## src/rtl/regfile_pkg.sv

```systemverilog
// Shared definitions for the register-file port controller.
//   REG_*        : geometry of the 16x16 CPU register file
//   RF_*         : encodings of the register file write control
//   rf_state_e   : controller state machine states
//   norm_write() : folds the core's dual-write request onto port 1
package regfile_pkg;

    localparam int REG_COUNT = 16;
    localparam int REG_WIDTH = 16;
    localparam int REG_IDX_W = 4;

    localparam logic [1:0] RF_RD = 2'b00;
    localparam logic [1:0] RF_W1 = 2'b01;
    localparam logic [1:0] RF_W2 = 2'b10;

    typedef enum logic [1:0] {
        ST_CLEAR     = 2'd0,
        ST_RUN       = 2'd1,
        ST_DBG_GRANT = 2'd2,
        ST_DBG_ACK   = 2'd3
    } rf_state_e;

    // Both ports carry the same bus_in, so writing both would only matter
    // when num1 != num2; the register file is defined to take port 1 only.
    function automatic logic [1:0] norm_write(input logic [1:0] w);
        return (w == 2'b11) ? RF_W1 : w;
    endfunction

endpackage

```

## src/rtl/regfile_ctrl_starve_timer.sv

```systemverilog
// Debug starvation timer.
//   clk, rst  : system clock, synchronous active-high reset
//   clear     : restart the count (debug not waiting, or debug granted)
//   inc       : debug waited this cycle because the core owned the port
//   limit_hit : this waiting cycle is the LIMIT-th one; force the grant now
module starve_timer #(
    parameter int LIMIT = 8
) (
    input  logic clk,
    input  logic rst,
    input  logic clear,
    input  logic inc,
    output logic limit_hit
);

    localparam logic [7:0] LIM    = 8'(LIMIT);
    localparam logic [7:0] LIM_M1 = 8'(LIMIT - 1);

    logic [7:0] cnt;

    always_ff @(posedge clk) begin
        if (rst || clear) begin
            cnt <= '0;
        end else if (inc && (cnt != LIM)) begin
            cnt <= cnt + 8'd1;
        end
    end

    // cnt counts cycles already waited; the current cycle is the next one,
    // so the grant fires while counting the LIMIT-th wait rather than one
    // cycle after it.
    assign limit_hit = inc && (cnt >= LIM_M1);

endmodule

```

## src/rtl/regfile_ctrl.sv

```systemverilog
// Register file port controller: shares the 16x16 register file between the
// core execute path (combinational pass-through) and a debug req/ack port,
// and zeroes the file after reset.
//   clk, rst                 : system clock, synchronous active-high reset
//   core_valid/num1/num2/
//   core_write/core_data     : core access request (held while stalled)
//   core_rd1, core_rd2       : read data straight from the register file
//   core_stall               : core request not serviced this cycle
//   dbg_req/we/addr/wdata    : debug request, held until dbg_ack
//   dbg_ack, dbg_rdata       : one-cycle completion pulse and read data
//   busy                     : clear sequence in progress
//   rf_*                     : register file control and data
//
// state        | meaning
// ST_CLEAR     | zeroing r0..r15, one register per cycle, core stalled
// ST_RUN       | core owns the port; debug grant decided here
// ST_DBG_GRANT | debug access on port 1, core stalled
// ST_DBG_ACK   | dbg_ack high, core owns the port again
module regfile_ctrl
    import regfile_pkg::*;
#(
    parameter int STARVE_LIMIT   = 8,
    parameter bit CLEAR_ON_RESET = 1'b1
) (
    input  logic                 clk,
    input  logic                 rst,
    input  logic                 core_valid,
    input  logic [REG_IDX_W-1:0] core_num1,
    input  logic [REG_IDX_W-1:0] core_num2,
    input  logic [1:0]           core_write,
    input  logic [REG_WIDTH-1:0] core_data,
    output logic [REG_WIDTH-1:0] core_rd1,
    output logic [REG_WIDTH-1:0] core_rd2,
    output logic                 core_stall,
    input  logic                 dbg_req,
    input  logic                 dbg_we,
    input  logic [REG_IDX_W-1:0] dbg_addr,
    input  logic [REG_WIDTH-1:0] dbg_wdata,
    output logic                 dbg_ack,
    output logic [REG_WIDTH-1:0] dbg_rdata,
    output logic                 busy,
    output logic [REG_IDX_W-1:0] rf_num1,
    output logic [REG_IDX_W-1:0] rf_num2,
    output logic [1:0]           rf_write,
    output logic [REG_WIDTH-1:0] rf_bus_in,
    input  logic [REG_WIDTH-1:0] rf_bus_out1,
    input  logic [REG_WIDTH-1:0] rf_bus_out2
);

    localparam rf_state_e RESET_STATE = CLEAR_ON_RESET ? ST_CLEAR : ST_RUN;

    rf_state_e              state;
    rf_state_e              state_next;
    rf_state_e              eff_state;
    logic [REG_IDX_W-1:0]   clr_cnt;
    logic                   wait_inc;
    logic                   starve_clear;
    logic                   starve_hit;
    logic                   grant;

    // While rst is asserted the outputs already reflect the state reset
    // will land in, so busy/core_stall do not glitch on the release edge.
    assign eff_state = rst ? RESET_STATE : state;

    assign wait_inc     = !rst && (state == ST_RUN) && dbg_req && core_valid;
    assign starve_clear = !dbg_req || (state == ST_DBG_GRANT);
    assign grant        = !rst && (state == ST_RUN) && dbg_req &&
                          (!core_valid || starve_hit);

    starve_timer #(
        .LIMIT (STARVE_LIMIT)
    ) u_starve_timer (
        .clk       (clk),
        .rst       (rst),
        .clear     (starve_clear),
        .inc       (wait_inc),
        .limit_hit (starve_hit)
    );

    always_ff @(posedge clk) begin
        if (rst) begin
            state     <= RESET_STATE;
            clr_cnt   <= '0;
            dbg_ack   <= 1'b0;
            dbg_rdata <= '0;
        end else begin
            state   <= state_next;
            dbg_ack <= (state == ST_DBG_GRANT);
            if (state == ST_CLEAR) begin
                clr_cnt <= clr_cnt + 1'b1;
            end
            if ((state == ST_DBG_GRANT) && !dbg_we) begin
                dbg_rdata <= rf_bus_out1;
            end
        end
    end

    always_comb begin
        state_next = state;
        rf_num1    = '0;
        rf_num2    = '0;
        rf_write   = RF_RD;
        rf_bus_in  = '0;
        busy       = 1'b0;
        core_stall = 1'b0;
        case (eff_state)
            ST_CLEAR: begin
                rf_num1    = clr_cnt;
                rf_write   = RF_W1;
                busy       = 1'b1;
                core_stall = 1'b1;
                if (clr_cnt == 4'd15) begin
                    state_next = ST_RUN;
                end
            end
            ST_RUN: begin
                if (core_valid) begin
                    rf_num1   = core_num1;
                    rf_num2   = core_num2;
                    rf_write  = norm_write(core_write);
                    rf_bus_in = core_data;
                end
                if (grant) begin
                    state_next = ST_DBG_GRANT;
                end
            end
            ST_DBG_GRANT: begin
                rf_num1    = dbg_addr;
                rf_write   = dbg_we ? RF_W1 : RF_RD;
                rf_bus_in  = dbg_wdata;
                core_stall = core_valid;
                state_next = ST_DBG_ACK;
            end
            ST_DBG_ACK: begin
                if (core_valid) begin
                    rf_num1   = core_num1;
                    rf_num2   = core_num2;
                    rf_write  = norm_write(core_write);
                    rf_bus_in = core_data;
                end
                state_next = ST_RUN;
            end
            default: begin
                state_next = RESET_STATE;
            end
        endcase
        if (rst) begin
            rf_write = RF_RD;
        end
    end

    assign core_rd1 = rf_bus_out1;
    assign core_rd2 = rf_bus_out2;

endmodule

```

## config.mk

```make
export PLATFORM = sky130hd
export DESIGN_NAME = regfile_ctrl
export DESIGN_NICKNAME = d
export VERILOG_FILES = /design/src/rtl/regfile_pkg.sv /design/src/rtl/regfile_ctrl_starve_timer.sv /design/src/rtl/regfile_ctrl.sv
export SDC_FILE = /design/constraint.sdc
export NUM_CORES = 1
export LEC_CHECK = 0
export CAP_MARGIN = 10
export CORE_MARGIN = 4
export CORE_UTILIZATION = 33
export DETAILED_ROUTE_END_ITERATION = 10
export GPL_TIMING_DRIVEN = 0
export PLACE_DENSITY = 0.86
export SLEW_MARGIN = 40
export SYNTH_ARGS = -nofsm -noshare
export SYNTH_HDL_FRONTEND = slang
export SYNTH_SLANG_ARGS = --single-unit
```

## constraint.sdc

```tcl
create_clock -name clk -period 2.2 [get_ports clk]
set_input_delay 0.44 -clock clk [delete_from_list [all_inputs] [get_ports clk]]
set_output_delay 0.44 -clock clk [all_outputs]
set_load 0.005 [all_outputs]
```

==> flow_metrics.py <==
metrics = {
    "sta": {
        "tightestPinTransition_ns": 0.467,
        "fin_tns_setup_ns": 0,
        "worst_slew_margin": 0.688,
        "setup_slack_ns": 0.000751,
        "hold_violations": 0,
        "fin_worst_hold_slack_ns": 0.378,
        "rsz0062_at_grt": "yes",
        "finClkSkew_ns": 0.00812,
        "finalSetupViolations": 0,
        "period_needed_ns": 2.20,
        "timing.final.crit_share": 1.00,
        "fmax_mhz": 455,
        "maxSlewViolCount": 0,
    },
    "detailed_routing": {
        "via_count": 2346,
        "wire_per_inst_um": 14.8,
        "detail_route.iter0.violations": 80,
        "routed_wl_um": 7190,
        "drc": 0,
        "vias_per_cell": 4.84,
        "drtAntennaViolNets": 0,
        "detailedRoute.firstPassIterationCount": 4,
    },
    "placement": {
        "place_ws_ns": -0.646,
        "detailedPlacementHpwl_um": 5480,
        "routabilityCongestion": 0.790,
        "area_after_dpl_um2": 3490,
        "portBuffers": 142,
    },
    "job": {
        "cap_violations": 0,
    },
    "worst_hold_path": {
        "timing.hold.worst.class": "in -> reg",
        "hp-start": "rst",
        "holdPathStages": 2,
        "hold_end": "dbg_rdata[0]",
    },
    "setup_path": {
        "crit_cells": 8,
        "buffering_stage_count_on_the_worst_path_with_inverters_included": 4,
        "critical_path.slowest_cell": "sky130_fd_sc_hd__dfxtp_2",
        "critPathLaunchType": "register",
        "regToRegEndpoint": "dbg_rdata[10]",
        "worstPathRequired_ns": 1.76,
        "worst-setup-path-type": "reg -> out",
        "timing.critical_path.slowest_cell_delay_ns": 0.33,
        "r2r_setup_slack_ns": 0.44,
        "worst_ep_arrival_time_ns": 1.76,
        "worstRegToRegCells": 6,
        "cp-end-kind": "primary output",
        "dominant_delay_contributor_by_cell_family_on_the_critical_path": "buffers and inverters",
        "critical_path.reg2reg.startpoint": "state[0]",
        "crit_path_cell_trace": "nor2b_4 > buf_6 > inv_6 > ha_4 > clkbuf_16 > a22oi_1 > nor2_1 > dlygate4sd2_1",
        "critical_path.max_fanout": 10,
    },
    "cells_and_area": {
        "layout.filler_cells": 441,
        "area_growth_pct": 93.9,
        "num_antenna_cells": 0,
        "nets": 503,
        "post_route_cells_drive_above_1_share": 0.232,
        "fin_util": 0.679,
        "finalInstanceArea_um2": 3830,
    },
    "synth": {
        "postSynth.topFlopCell": "sky130_fd_sc_hd__dfxtp_1",
        "synth_enable_flop_cells": 0,
        "post_synth_instance_area_um2": 1980,
        "netlist_instances": 257,
        "synth-seq-cells": 31,
        "synthesis.nets": 348,
        "yosysWarnings": 0,
        "syn_area_per_cell_um2": 7.69,
        "seq_area_frac_synth": 0.314,
        "synth_cell_types": 36,
        "asyncSetResetFlopFracSynth": 0,
    },
    "floorplanning": {
        "initial_core_util": 0.350,
        "core_area_um2": 5640,
        "fp.dieW_um": 85.4,
        "ios": 160,
        "chipHeight_um": 85.4,
        "die_outline_area_um2": 7290,
        "number_of_rows_in_the_core_area": 27,
    },
    "cts": {
        "htreeDepth": 2,
        "cts-root-to-sink-buffers": 2,
        "cts_made_buffers": 5,
        "tritoncts_num_sinks": 31,
        "clock-root-buffer": "sky130_fd_sc_hd__clkbuf_8",
        "clk_pin_slew_ns": 0.07,
        "insertion_delay_ns": 0.27,
        "tritoncts_clock_tree": "done",
        "ctsHoldBuffers": 0,
    },
    "power": {
        "power.density_cell_area_nw_per_um2": 371,
        "leakage_uw": 0.00148,
        "power.ir.vdd_worst_mv": 0.365,
    },
    "run_status": {
        "run_status": "finished, final reports clean",
    },
    "global_routing": {
        "gr-total-overflow": 0,
        "grt_antenna_before_repair": 0,
        "via_count_of_the_first_global_routing_pass": 2377,
        "grt_util_all_layers": 0.185,
        "grt_pass1_wl_um": 11100,
        "grt_start_max_net_pins": 11,
    },
}
-- power breakdown --
part / switching [uW] / total, uW / internal, uW / leakage [uW]
clock network: 204 / 571 / 366 / 0.0000612
logic: 78.4 / 281 / 202 / 0.00116
registers: 6.10 / 572 / 566 / 0.000251
total: 289 / 1420 / 1130 / 0.00148
-- layout make-up --
type                    count  area [um2]  area share
multi-input cells         173        1150       0.301
well taps                  72        90.1      0.0235
repair buffers            149        1430       0.374
clock buffers               6        82.6      0.0215
flip-flops and latches     31         623       0.163
inverters                   5        23.8     0.00620
clock inverters             2        35.0     0.00914
plain buffers              47         390       0.102
-- through the flow --
| stage | instances | total power (uW) |
|---|---|---|
| after floorplan | 257 | 658 |
| final | 485 | 1420 |
| after global routing | 485 | 1490 |
| after CTS | 482 | 1430 |
| after global placement | 471 | 857 |
| after detailed placement | 471 | 861 |
-- state kept, by name, summed over array words and instances (netlist names) --
register,flops
clr_cnt,4
dbg_ack,1
dbg_rdata,16
state,2
u_starve_timer.cnt,8
-- layer usage --
layer	GRT usage	vias to the layer above	wire length, um
met5	0	-	0
met4	0.0504	0	104
met3	0.0524	12	470
met2	0.353	91	3990
met1	0.197	1091	2630
li1	-	1152	-
-- Yosys cell counts (all sizes together), types with 2 or more instances --
library cell | instances | area [um2]
a22oi | 20 | 150
mux2i | 2 | 20.0
xor2 | 6 | 52.6
nand3 | 3 | 15.0
o21ai | 7 | 35.0
and2 | 3 | 18.8
dfxtp | 31 | 621
clkbuf | 10 | 37.5
nand2b | 3 | 21.3
and3 | 6 | 37.5
buf | 38 | 282
ha | 8 | 100
inv | 5 | 18.8
nand4 | 6 | 37.5
a21oi | 20 | 100
nand2 | 42 | 158
nor2 | 32 | 120
xnor2 | 2 | 17.5
-- worst max path at each step --
stage	start	to	slack, ns
2_1_floorplan	rst	rf_write[0]	0.12
3_5_place_dp	rst	rf_num1[0]	-0.65
6_report	state[0]	rf_bus_in[4]	0.0008
3_3_place_gp	rst	rf_num1[0]	-0.62
4_1_cts	state[0]	rf_bus_in[14]	0.004
5_1_grt	state[0]	rf_bus_in[0]	-0.07
-- cell usage in the layout, fill, tap and decap left out, types with 6 or more instances in the layout --
cell and instances:
sky130_fd_sc_hd__dlygate4sd2_1 8, sky130_fd_sc_hd__nor2_1 31, sky130_fd_sc_hd__a22oi_2 16, sky130_fd_sc_hd__a21oi_1 19
sky130_fd_sc_hd__xor2_1 6, sky130_fd_sc_hd__nand2_1 42, sky130_fd_sc_hd__ha_1 6, sky130_fd_sc_hd__dfxtp_1 29
sky130_fd_sc_hd__clkdlybuf4s50_1 118, sky130_fd_sc_hd__nand4_1 6, sky130_fd_sc_hd__clkdlybuf4s15_1 10, sky130_fd_sc_hd__clkbuf_8 7
sky130_fd_sc_hd__buf_4 41, sky130_fd_sc_hd__and3_1 6
-- what timing repair did --
action	in CTS	in global routing
setup endpoints to repair	28	27
resized for setup	62	41
buffers inserted	4	3
pin swaps	1	3
-- cell families after synthesis --
logic type	share of synthesized area
AND/OR/NAND/NOR	0.242
buffers and inverters	0.171
AO/OA/AOI/OAI	0.172
flip-flops	0.314
XOR/XNOR	0.0354
adder cells (fa/ha/maj)	0.0506
multiplexers	0.0158
Power figures use the tool's default switching activity.
